**config.mk**
```make
export PLATFORM = sky130hd
export DESIGN_NAME = pe_dot_accum_tree_flat
export DESIGN_NICKNAME = d
export VERILOG_FILES = /design/src/rtl/pe_dot_accum_tree_if.sv /design/src/rtl/pe_dot_accum_tree.sv /design/src/flat_wrapper.sv
export SDC_FILE = /design/constraint.sdc
export NUM_CORES = 1
export LEC_CHECK = 0
export BUFFER_PORTS_ARGS = -buffer_cell sky130_fd_sc_hd__buf_2
export CORE_MARGIN = 2
export CORE_UTILIZATION = 34
export DETAILED_ROUTE_END_ITERATION = 8
export GPL_TIMING_DRIVEN = 0
export SLEW_MARGIN = 0
export SYNTH_ARGS = -nofsm -noshare
export SYNTH_HDL_FRONTEND = slang
export SYNTH_SLANG_ARGS = --single-unit
```
**constraint.sdc**
```tcl
create_clock -name clock -period 3.7 [get_ports clock]
set_clock_uncertainty 0.1 [all_clocks]
set_input_delay 0.37 -clock clock [delete_from_list [all_inputs] [get_ports clock]]
set_output_delay 0.37 -clock clock [all_outputs]
set_load 0.1 [all_outputs]
```
**src/rtl/pe_dot_accum_tree_if.sv**
```systemverilog
// Beat/result bundle between the PE multiplier array, the dot accumulator and the drain logic.
interface pe_dot_accum_tree_if #(
    parameter int MULT_OUTPUT_WIDTH = 16,
    parameter int DOT_SIZE          = 8,
    parameter int ACCUM_WIDTH       = 40
);
    logic                                        i_valid;
    logic                                        i_first;
    logic                                        i_last;
    logic [DOT_SIZE-1:0][MULT_OUTPUT_WIDTH-1:0]  i_mult_output;
    logic                                        o_valid;
    logic [ACCUM_WIDTH-1:0]                      o_result;
    logic                                        o_overflow;
    logic                                        o_abort;

    modport master (
        output i_valid, i_first, i_last, i_mult_output,
        input  o_valid, o_result, o_overflow, o_abort
    );

    modport slave (
        input  i_valid, i_first, i_last, i_mult_output,
        output o_valid, o_result, o_overflow, o_abort
    );
endinterface

```
**src/rtl/pe_dot_accum_tree.sv**
```systemverilog
// Pipelined dot-product adder tree feeding a framed group accumulator.
// Define PE_DOT_ACCUM_SAT_EN to saturate the accumulator instead of wrapping.
module pe_dot_accum_tree #(
    parameter int MULT_OUTPUT_WIDTH = 16,
    parameter int DOT_SIZE          = 8,
    parameter int ACCUM_WIDTH       = 40,
    parameter int REG_EVERY         = 1,
    parameter bit INPUT_SIGN_MAG    = 1'b1
) (
    input logic                clock,
    input logic                reset,
    pe_dot_accum_tree_if.slave bus
);
    localparam int LEVELS = $clog2(DOT_SIZE);
    localparam int CW     = MULT_OUTPUT_WIDTH + 1;
    localparam int SW     = CW + LEVELS;
    localparam int MSB    = ACCUM_WIDTH - 1;

    localparam logic signed [ACCUM_WIDTH-1:0] AccMax = {1'b0, {(ACCUM_WIDTH-1){1'b1}}};
    localparam logic signed [ACCUM_WIDTH-1:0] AccMin = {1'b1, {(ACCUM_WIDTH-1){1'b0}}};

    // Stage 0: convert every lane to two's complement; ctl is {valid, first, last}
    logic signed [CW-1:0] conv_d [DOT_SIZE];
    logic signed [CW-1:0] conv_q [DOT_SIZE];
    logic [2:0]           ctl0_d, ctl0_q;

    always_comb begin
        for (int i = 0; i < DOT_SIZE; i++) begin
            if (INPUT_SIGN_MAG) begin
                conv_d[i] = {2'b00, bus.i_mult_output[i][MULT_OUTPUT_WIDTH-2:0]};
                if (bus.i_mult_output[i][MULT_OUTPUT_WIDTH-1]) conv_d[i] = -conv_d[i];
            end else begin
                conv_d[i] = {bus.i_mult_output[i][MULT_OUTPUT_WIDTH-1], bus.i_mult_output[i]};
            end
        end
        ctl0_d = bus.i_valid ? {1'b1, bus.i_first, bus.i_last} : 3'b000;
    end

    always_ff @(posedge clock) begin
        conv_q <= conv_d;
        if (reset) ctl0_q <= '0;
        else       ctl0_q <= ctl0_d;
    end

    // Tree: level l holds DOT_SIZE>>l partial sums, registered every REG_EVERY levels and at the root
    for (genvar l = 0; l <= LEVELS; l++) begin : g_lvl
        localparam int N = DOT_SIZE >> l;
        logic signed [SW-1:0] val [N];
        logic [2:0]           ctl;

        if (l == 0) begin : g_in
            for (genvar i = 0; i < N; i++) begin : g_ext
                assign val[i] = SW'(conv_q[i]);
            end
            assign ctl = ctl0_q;
        end else begin : g_add
            logic signed [SW-1:0] sum_d [N];

            always_comb begin
                for (int i = 0; i < N; i++) begin
                    sum_d[i] = g_lvl[l-1].val[2*i] + g_lvl[l-1].val[2*i+1];
                end
            end

            if ((l % REG_EVERY == 0) || (l == LEVELS)) begin : g_reg
                logic signed [SW-1:0] sum_q [N];
                logic [2:0]           ctl_q;
                always_ff @(posedge clock) begin
                    sum_q <= sum_d;
                    if (reset) ctl_q <= '0;
                    else       ctl_q <= g_lvl[l-1].ctl;
                end
                assign val = sum_q;
                assign ctl = ctl_q;
            end else begin : g_comb
                assign val = sum_d;
                assign ctl = g_lvl[l-1].ctl;
            end
        end
    end

    // Accumulator stage
    typedef enum logic {StIdle, StAccum} state_e;

    state_e                         state_d, state_q;
    logic signed [ACCUM_WIDTH-1:0]  sum_ext, add, add_sat, acc_new;
    logic signed [ACCUM_WIDTH-1:0]  acc_d, acc_q, result_d, result_q;
    logic                           ovf_d, ovf_q, oovf_d, oovf_q, ovf_new;
    logic                           valid_d, valid_q, abort_d, abort_q;
    logic                           add_ovf, tree_v, tree_f, tree_l;

    assign {tree_v, tree_f, tree_l} = g_lvl[LEVELS].ctl;
    assign sum_ext = ACCUM_WIDTH'(g_lvl[LEVELS].val[0]);
    assign add     = acc_q + sum_ext;
    assign add_ovf = (acc_q[MSB] == sum_ext[MSB]) && (add[MSB] != acc_q[MSB]);

`ifdef PE_DOT_ACCUM_SAT_EN
    assign add_sat = add_ovf ? (sum_ext[MSB] ? AccMin : AccMax) : add;
`else
    assign add_sat = add;
`endif

    always_comb begin
        state_d  = state_q;
        acc_d    = acc_q;
        ovf_d    = ovf_q;
        valid_d  = 1'b0;
        abort_d  = 1'b0;
        result_d = result_q;
        oovf_d   = oovf_q;
        acc_new  = acc_q;
        ovf_new  = ovf_q;
        if (tree_v) begin
            // A first beat (or any beat while idle) restarts the sum; while open it aborts
            if (state_q == StIdle || tree_f) begin
                acc_new = sum_ext;
                ovf_new = 1'b0;
                abort_d = (state_q == StAccum);
            end else begin
                acc_new = add_sat;
                ovf_new = ovf_q | add_ovf;
            end
            if (tree_l) begin
                valid_d  = 1'b1;
                result_d = acc_new;
                oovf_d   = ovf_new;
                acc_d    = '0;
                ovf_d    = 1'b0;
                state_d  = StIdle;
            end else begin
                acc_d   = acc_new;
                ovf_d   = ovf_new;
                state_d = StAccum;
            end
        end
    end

    always_ff @(posedge clock) begin
        if (reset) begin
            state_q  <= StIdle;
            acc_q    <= '0;
            ovf_q    <= 1'b0;
            valid_q  <= 1'b0;
            abort_q  <= 1'b0;
            result_q <= '0;
            oovf_q   <= 1'b0;
        end else begin
            state_q  <= state_d;
            acc_q    <= acc_d;
            ovf_q    <= ovf_d;
            valid_q  <= valid_d;
            abort_q  <= abort_d;
            result_q <= result_d;
            oovf_q   <= oovf_d;
        end
    end

    assign bus.o_valid    = valid_q;
    assign bus.o_result   = result_q;
    assign bus.o_overflow = oovf_q;
    assign bus.o_abort    = abort_q;
endmodule

```
**src/flat_wrapper.sv**
```systemverilog
// flat-port wrapper written by rule: the top's interface ports become plain ports
module pe_dot_accum_tree_flat 
#(
    parameter int MULT_OUTPUT_WIDTH = 16,
    parameter int DOT_SIZE          = 8,
    parameter int ACCUM_WIDTH       = 40,
    parameter int REG_EVERY         = 1,
    parameter bit INPUT_SIGN_MAG    = 1'b1
)
  (clock, reset, bus_i_valid, bus_i_first, bus_i_last, bus_i_mult_output, bus_o_valid, bus_o_result, bus_o_overflow, bus_o_abort);
  pe_dot_accum_tree_if #(.MULT_OUTPUT_WIDTH(MULT_OUTPUT_WIDTH), .DOT_SIZE(DOT_SIZE), .ACCUM_WIDTH(ACCUM_WIDTH)) bus_i ();
  input logic clock;
  input logic reset;
  input wire logic [$bits(bus_i.i_valid)-1:0] bus_i_valid;
  input wire logic [$bits(bus_i.i_first)-1:0] bus_i_first;
  input wire logic [$bits(bus_i.i_last)-1:0] bus_i_last;
  input wire logic [$bits(bus_i.i_mult_output)-1:0] bus_i_mult_output;
  output wire logic [$bits(bus_i.o_valid)-1:0] bus_o_valid;
  output wire logic [$bits(bus_i.o_result)-1:0] bus_o_result;
  output wire logic [$bits(bus_i.o_overflow)-1:0] bus_o_overflow;
  output wire logic [$bits(bus_i.o_abort)-1:0] bus_o_abort;
  assign bus_i.i_valid = bus_i_valid;
  assign bus_i.i_first = bus_i_first;
  assign bus_i.i_last = bus_i_last;
  assign bus_i.i_mult_output = bus_i_mult_output;
  assign bus_o_valid = bus_i.o_valid;
  assign bus_o_result = bus_i.o_result;
  assign bus_o_overflow = bus_i.o_overflow;
  assign bus_o_abort = bus_i.o_abort;
  pe_dot_accum_tree #(.MULT_OUTPUT_WIDTH(MULT_OUTPUT_WIDTH), .DOT_SIZE(DOT_SIZE), .ACCUM_WIDTH(ACCUM_WIDTH), .REG_EVERY(REG_EVERY), .INPUT_SIGN_MAG(INPUT_SIGN_MAG)) u_core (.clock(clock), .reset(reset), .bus(bus_i));
endmodule
```
==> results.md, run 1 <==
- Status: finished clean
- Area leader, netlist: dfxtp_1
- Top-area cell type share of the netlist area: 40.1%
- Setup crit end: u_core.bus.o_result[36]$_SDFFE_PP0P_
- Buf+Inv Stages, Crit Path: 1
- Pwr per Cell Area: 693 nW/µm²
- Core box area: 52800 µm²
- Critical path class: reg -> reg
- CP Cell Sequence: ha_1, inv_1, fa_1, nor2b_4, o31a_1, o41a_1, a41oi_2, o22ai_4, a211oi_4, o41ai_4, a31oi_1, xnor2_1, a221o_2
- CTS buffer count: 41
- Layout Utilization: 43.0%
- Worst R2R Setup Slack: 0.18 ns
- Post-synth cell types: 69
- Max Root-Sink Buffers: 3
- Post-synth EDFFs: 0
- Total global routing overflow: 0
- Fillers: 5044
- Drt drc: 0
- Worst Hold Margin: 0.0445 ns
- Initial DRC count: 627
- Register area: 7310 µm²
- Worst EP required: 4.06 ns
- GPL Wtd Cong: 0.876
- Layout cell share with drive strength beyond 1: 11.9%
- Post-route setup slack: 0.183 ns
- Vias: 15100
- Slew headroom: 39.4%
- Die Height: 236 µm
- Vias per inst: 5.00
- Die area: 55500 µm²
- Crit end category: flip-flop
- Top Ports: 176
- RR Endpoint: u_core.bus.o_result[36]$_SDFFE_PP0P_
- Multi-input combinational cell area: 10400 µm²
- Max Cap Viol: 0
- Slowest stage delay, CP: 0.42 ns
- Detailed Route WL: 44000 µm
- Final count of hold timing violations: 0
- Setup total negative slack: 0 ns
- Nets@finish: 2604
- Register area share after synthesis: 40.1%
- Starting Density: 34.6%
- Leading register cell type out of synthesis: dfxtp_1
- Final instance area: 22700 µm²
- Row Count: 84
- Setup crit start: u_core.g_lvl[3].g_add.g_reg.sum_q[0]$_DFF_P_
- Antenna fix cells: 0
- Synthesized area per cell: 9.32 µm²
- Setup-failing EPs final: 0
- RSZ-0062 raised after global routing: false
- Clk slew on worst S/H paths: 0.06 ns
- Yosys reg bits: 365
- Count of input and output buffers: 174
- First-pass GRT wire length: 72000 µm
- Routed len/inst: 14.6 µm
- H-tree levels: 2
- FFs w/ async S/R, synth: 0%
- Critical R2R Launch: u_core.g_lvl[3].g_add.g_reg.sum_q[0]$_DFF_P_
- Synth warn: 0
- Post-route clock period utilization: 95.0%
- CP arrival: 3.88 ns
- Worst hold path type: in -> reg
- Initial antenna violation count: 0
- Final HPWL DP: 33700 µm
- Routed Antenna Nets: 0
- Peak VDD IR: 391 µV
- Largest net degree at the start of global routing: 28
- GRT Util Overall: 15.6%
- Worst slack at placement: -0.102 ns
- Area grow syn2layout: 24.3%
- Slowest-stage cell, CP: fa_1
- Crit. path cell count: 13
- DIE WIDTH: 236 µm
- CP startpoint kind: flip-flop
- CTS tree: built
- Syn nets: 2267
- CTS Root Cell: clkbuf_16
- Period minus WS final: 3.52 ns
- Fmax: 284 MHz
- Worst-Margin Slew: 0.906 ns
- Drt pass-1 iters: 5
- Reg2reg path depth: 13
- Leak: 0.00979 µW
- Delay-heaviest family, CP: compound AO/OA/AOI/OAI gates
- Final slew viol count: 0
- Mapped Area: 18200 µm²
- Worst skew pair latency: 0.57 ns
- Placed Area: 20000 µm²
- Crit-path max FO: 5
- Cells after synthesis: 1956
- Vias in the first global route: 14800
- Clk sink count: 365
- Largest cells by area after synthesis: dfxtp_1 (40%), ha_1 (12%), xnor2_1 (9.2%), o21ai_0 (3.8%), a21oi_1 (3.1%)
worst register-to-register path, cell delays in order, from the launching register on:
cell,delay (ns)
dfxtp_1,0.38
ha_1,0.23
inv_1,0.07
fa_1,0.42
nor2b_4,0.14
o31a_1,0.17
o41a_1,0.20
a41oi_2,0.24
o22ai_4,0.30
a211oi_4,0.14
o41ai_4,0.35
a31oi_1,0.17
xnor2_1,0.17
a221o_2,0.33
timing repair:
action / CTS / global route
gates resized for setup: 1 / 4
pin swaps: 0 / 0
hold buffers: 120 / 0
setup buffers: 0 / 0
endpoints found under the hold margin: 131 / 0
endpoints found under the setup margin: 5 / 7
logic make-up after synthesis:
group / after synthesis / synth area share (%)
and+or+nand+nor: 527 / 14.0
adders and majority gates: 178 / 12.5
buffers and inverters: 134 / 2.90
xor gates and xnor gates: 218 / 10.5
muxes: 5 / 0.274
AOI/OAI and AO/OA: 529 / 19.7
DFF: 365 / 40.1
layout by cell type (no fill, tap or decap), types with 42 or more instances in the layout:
master / count
clkbuf_16: 42
o31ai_1: 42
dlygate4sd3_1: 120
ha_1: 170
xnor2_1: 192
buf_2: 175
a21oi_1: 114
nand2_1: 134
inv_1: 93
nor2_1: 136
nand3_1: 48
o21ai_0: 137
dfxtp_1: 364
worst min path at each step:
| stage | depth (start not counted) | slack, ns | to | start |
|---|---|---|---|---|
| detailed placement | 1 | 0.32 | u_core.g_lvl[2].ctl[1]$_SDFF_PP0_ | u_core.g_lvl[1].ctl[1]$_SDFF_PP0_ |
| finish | 3 | 0.04 | u_core.conv_q[20]$_DFF_P_ | bus_i_mult_output[97] |
| floorplan | 0 | 0.30 | u_core.conv_q[0]$_DFF_P_ | bus_i_mult_output[112] |
| global placement | 1 | 0.33 | u_core.g_lvl[2].ctl[0]$_SDFF_PP0_ | u_core.g_lvl[1].ctl[0]$_SDFF_PP0_ |
| global route | 3 | 0.03 | u_core.conv_q[122]$_DFF_P_ | bus_i_mult_output[1] |
| CTS | 3 | 0.003 | u_core.conv_q[20]$_DFF_P_ | bus_i_mult_output[97] |
report_power, final:
group,total [µW],switching [µW],internal (µW)
clock,4350,1720,2630
combinational,6080,3360,2730
sequential,5280,448,4830
total,15700,5520,10200
per-layer routing:
layer,GRT usage (%),part of all wire (%)
met5,0,0
met2,26.7,46
met4,5.64,2.8
met1,19.9,47
met3,2.56,4.4
stage by stage:
stage / cells / power (µW)
6_report: 3014 / 15700
3_3_place_gp: 2818 / 11200
5_1_grt: 3014 / 16900
2_1_floorplan: 1956 / 9840
4_1_cts: 3014 / 15900
3_5_place_dp: 2818 / 11300
Yosys cell counts, drive strengths merged, types with 35 or more instances:
| cell | number |
|---|---|
| dfxtp | 365 |
| xnor2 | 192 |
| ha | 170 |
| o21ai | 139 |
| nor2 | 136 |
| nand2 | 134 |
| a21oi | 115 |
| inv | 93 |
| nand3 | 48 |
| o31ai | 42 |
| clkbuf | 35 |
| nor2b | 35 |
| nor3 | 35 |
sequential cells by signal, indices dropped and copies added, names as in the netlist:
register and flops:
u_core.g_lvl.ctl 9, u_core.conv_q 136, u_core.acc_q 40, u_core.bus.o_result 40
u_core.bus.o_valid 1, u_core.ctl0_q 3, u_core.bus.o_overflow 1, u_core.bus.o_abort 1
u_core.g_lvl.g_add.g_reg.sum_q 132, u_core.state_q 1, u_core.ovf_q 1
area by class of cell:
| type | count | area share, % |
|---|---|---|
| clock inverter | 27 | 1.50 |
| inverter | 93 | 1.54 |
| tap | 688 | 3.80 |
| multi-input combinational | 1457 | 46.0 |
| buffer | 41 | 0.795 |
| sequential | 365 | 32.3 |
| timing repair buffer | 294 | 9.14 |
| clock buffer | 49 | 4.97 |
(Power assumes the default switching activity.)
==> run 2, diff against run 1 <==
--- a/config.mk
+++ b/config.mk
@@ -10,6 +10,7 @@
 export CORE_UTILIZATION = 34
 export DETAILED_ROUTE_END_ITERATION = 8
 export GPL_TIMING_DRIVEN = 0
+export PLACE_DENSITY = 0.57
 export SLEW_MARGIN = 0
 export SYNTH_ARGS = -nofsm -noshare
 export SYNTH_HDL_FRONTEND = slang
==> results.md, run 2 (synthesis results as in run 1) <==
- Status: finished clean
- Register bank with the most flops: u_core.conv_q
- Layout cell share with drive strength beyond 1: 11.9%
- Commonest non-fill, non-tap cell in the layout: dfxtp_1
- Crit-path max FO: 5
- GPL Wtd Cong: 0.852
- Worst slack at placement: -0.108 ns
- Detailed Route WL: 44500 µm
- CTS Root Cell: clkbuf_16
- RSZ-0062 raised after global routing: false
- Routed Antenna Nets: 0
- Critical path class: reg -> reg
- Placed Cells: 2818
- Row Count: 84
- Post-route setup slack: 0.212 ns
- Worst hold path type: in -> reg
- Total global routing overflow: 0
- Fmax: 287 MHz
- CP startpoint kind: flip-flop
- Worst EP required: 4.04 ns
- Largest net degree at the start of global routing: 28
- Final instance area: 22700 µm²
- Die area: 55500 µm²
- Peak VDD IR: 351 µV
- CP arrival: 3.83 ns
- CTS tree: built
- Power consumption: 15900 µW
- Clk slew on worst S/H paths: 0.06 ns
- Max reg flops: 136
- Pwr per Cell Area: 699 nW/µm²
- Top Ports: 176
- Most frequent cells in the layout: dfxtp_1 (364), xnor2_1 (192), buf_2 (175)
- Vias in the first global route: 15000
- Drt drc: 0
- Count of input and output buffers: 174
- CTS buffer count: 41
- Post-route clock period utilization: 94.3%
- Core box area: 52800 µm²
- Vias: 15000
- Leak: 0.00980 µW
- Initial DRC count: 678
- Clk sink count: 365
- Setup-failing EPs final: 0
- Starting Density: 34.6%
- Placed Area: 20000 µm²
- Vias per inst: 4.99
- Largest regs: u_core.conv_q: 136 flops, u_core.g_lvl.g_add.g_reg.sum_q: 132 flops
- Setup Fix Bufs, Post-CTS: 0
- First-pass GRT wire length: 73400 µm
- Final HPWL DP: 34200 µm
- Area grow syn2layout: 24.4%
- Worst-Margin Slew: 0.933 ns
- H-tree levels: 2
- Drt pass-1 iters: 6
- Max Cap Viol: 0
- Antenna fix cells: 0
- Fin cells: 3013
- Nets@finish: 2603
- Crit end category: flip-flop
- Die Height: 236 µm
- GRT Util Overall: 16.0%
- Routed len/inst: 14.8 µm
- DIE WIDTH: 236 µm
- Final slew viol count: 0
- Final count of hold timing violations: 0
- Slew headroom: 37.6%
- Initial antenna violation count: 2
- Setup total negative slack: 0 ns
- Max Root-Sink Buffers: 3
- Worst skew pair latency: 0.57 ns
- Period minus WS final: 3.49 ns
==> run 2: cell count changes in the layout (fill, tap and decap cells not counted), sizes merged <==
| cell | before | now |
|---|---|---|
| bufinv | 6 | 7 |
| clkbuf | 84 | 87 |
| clkinv | 14 | 12 |
| clkinvlp | 4 | 3 |
| dlygate4sd3 | 120 | 119 |
| inv | 96 | 95 |
==> run 2: stage by stage <==
stage	hold WS, ns	util, %
6_report	0.0401	43.0
5_1_grt	0.0324	43.0
4_1_cts	0.00148	42.9
3_5_place_dp	0.326	37.8
3_3_place_gp	0.331	37.8
2_1_floorplan	0.298	-
==> run 2: power by group <==
part	internal, µW	switching, µW	leakage, µW	total (µW)
sequential	4830	443	0.00304	5270
clock	2710	1690	0.000729	4390
combinational	2740	3450	0.00603	6190
total	10300	5580	0.00980	15900
==> run 2: per-layer routing <==
metal | wire, µm | share of wire, % | track usage, % | up-vias
met5 | 0 | 0 | 0 | -
met2 | 20700 | 46 | 27.7 | 305
met1 | 21100 | 47 | 20.4 | 6919
met4 | 1070 | 2.4 | 5.21 | 0
li1 | - | - | - | 7734
met3 | 1710 | 3.8 | 2.19 | 68
==> run 2: layout make-up <==
type / instances / area, µm²
inverters: 93 / 349
plain buffers: 41 / 180
fillers: 5076 / 30100
clock buffers: 52 / 1150
flip-flops and latches: 365 / 7310
clock inverters: 24 / 333
repair buffers: 293 / 2060
multi-input cells: 1457 / 10400
well taps: 688 / 861
==> run 2: worst paths after layout <==
| check | startpoint | to | slack, ns | cells after the start |
|---|---|---|---|---|
| setup / recovery | u_core.g_lvl[3].g_add.g_reg.sum_q[0]$_DFF_P_ | u_core.bus.o_result[36]$_SDFFE_PP0P_ | 0.21 | 13 |
| hold / removal | bus_i_mult_output[49] | u_core.conv_q[71]$_DFF_P_ | 0.04 | 3 |
| setup reg to reg | u_core.g_lvl[3].g_add.g_reg.sum_q[0]$_DFF_P_ | u_core.bus.o_result[36]$_SDFFE_PP0P_ | 0.21 | 13 |
| hold reg to reg | u_core.conv_q[17]$_DFF_P_ | u_core.g_lvl[1].g_add.g_reg.sum_q[0]$_DFF_P_ | 0.34 | 1 |
==> run 2: worst max-delay path, stage by stage, from the launching register on <==
cell	delay, ns
dfxtp_1	0.34
ha_1	0.22
inv_1	0.08
fa_1	0.23
nor2b_4	0.06
o31a_1	0.27
o41a_1	0.37
a41oi_2	0.36
o22ai_4	0.18
a211oi_4	0.36
o41ai_4	0.12
a31oi_1	0.23
xnor2_1	0.11
a221o_2	0.33
==> run 2: what timing repair did <==
item	in CTS	in global routing
hold buffers	119	0
hold endpoints to repair	129	0
gates resized for setup	1	5
cloned	0	0
setup endpoints to repair	10	8
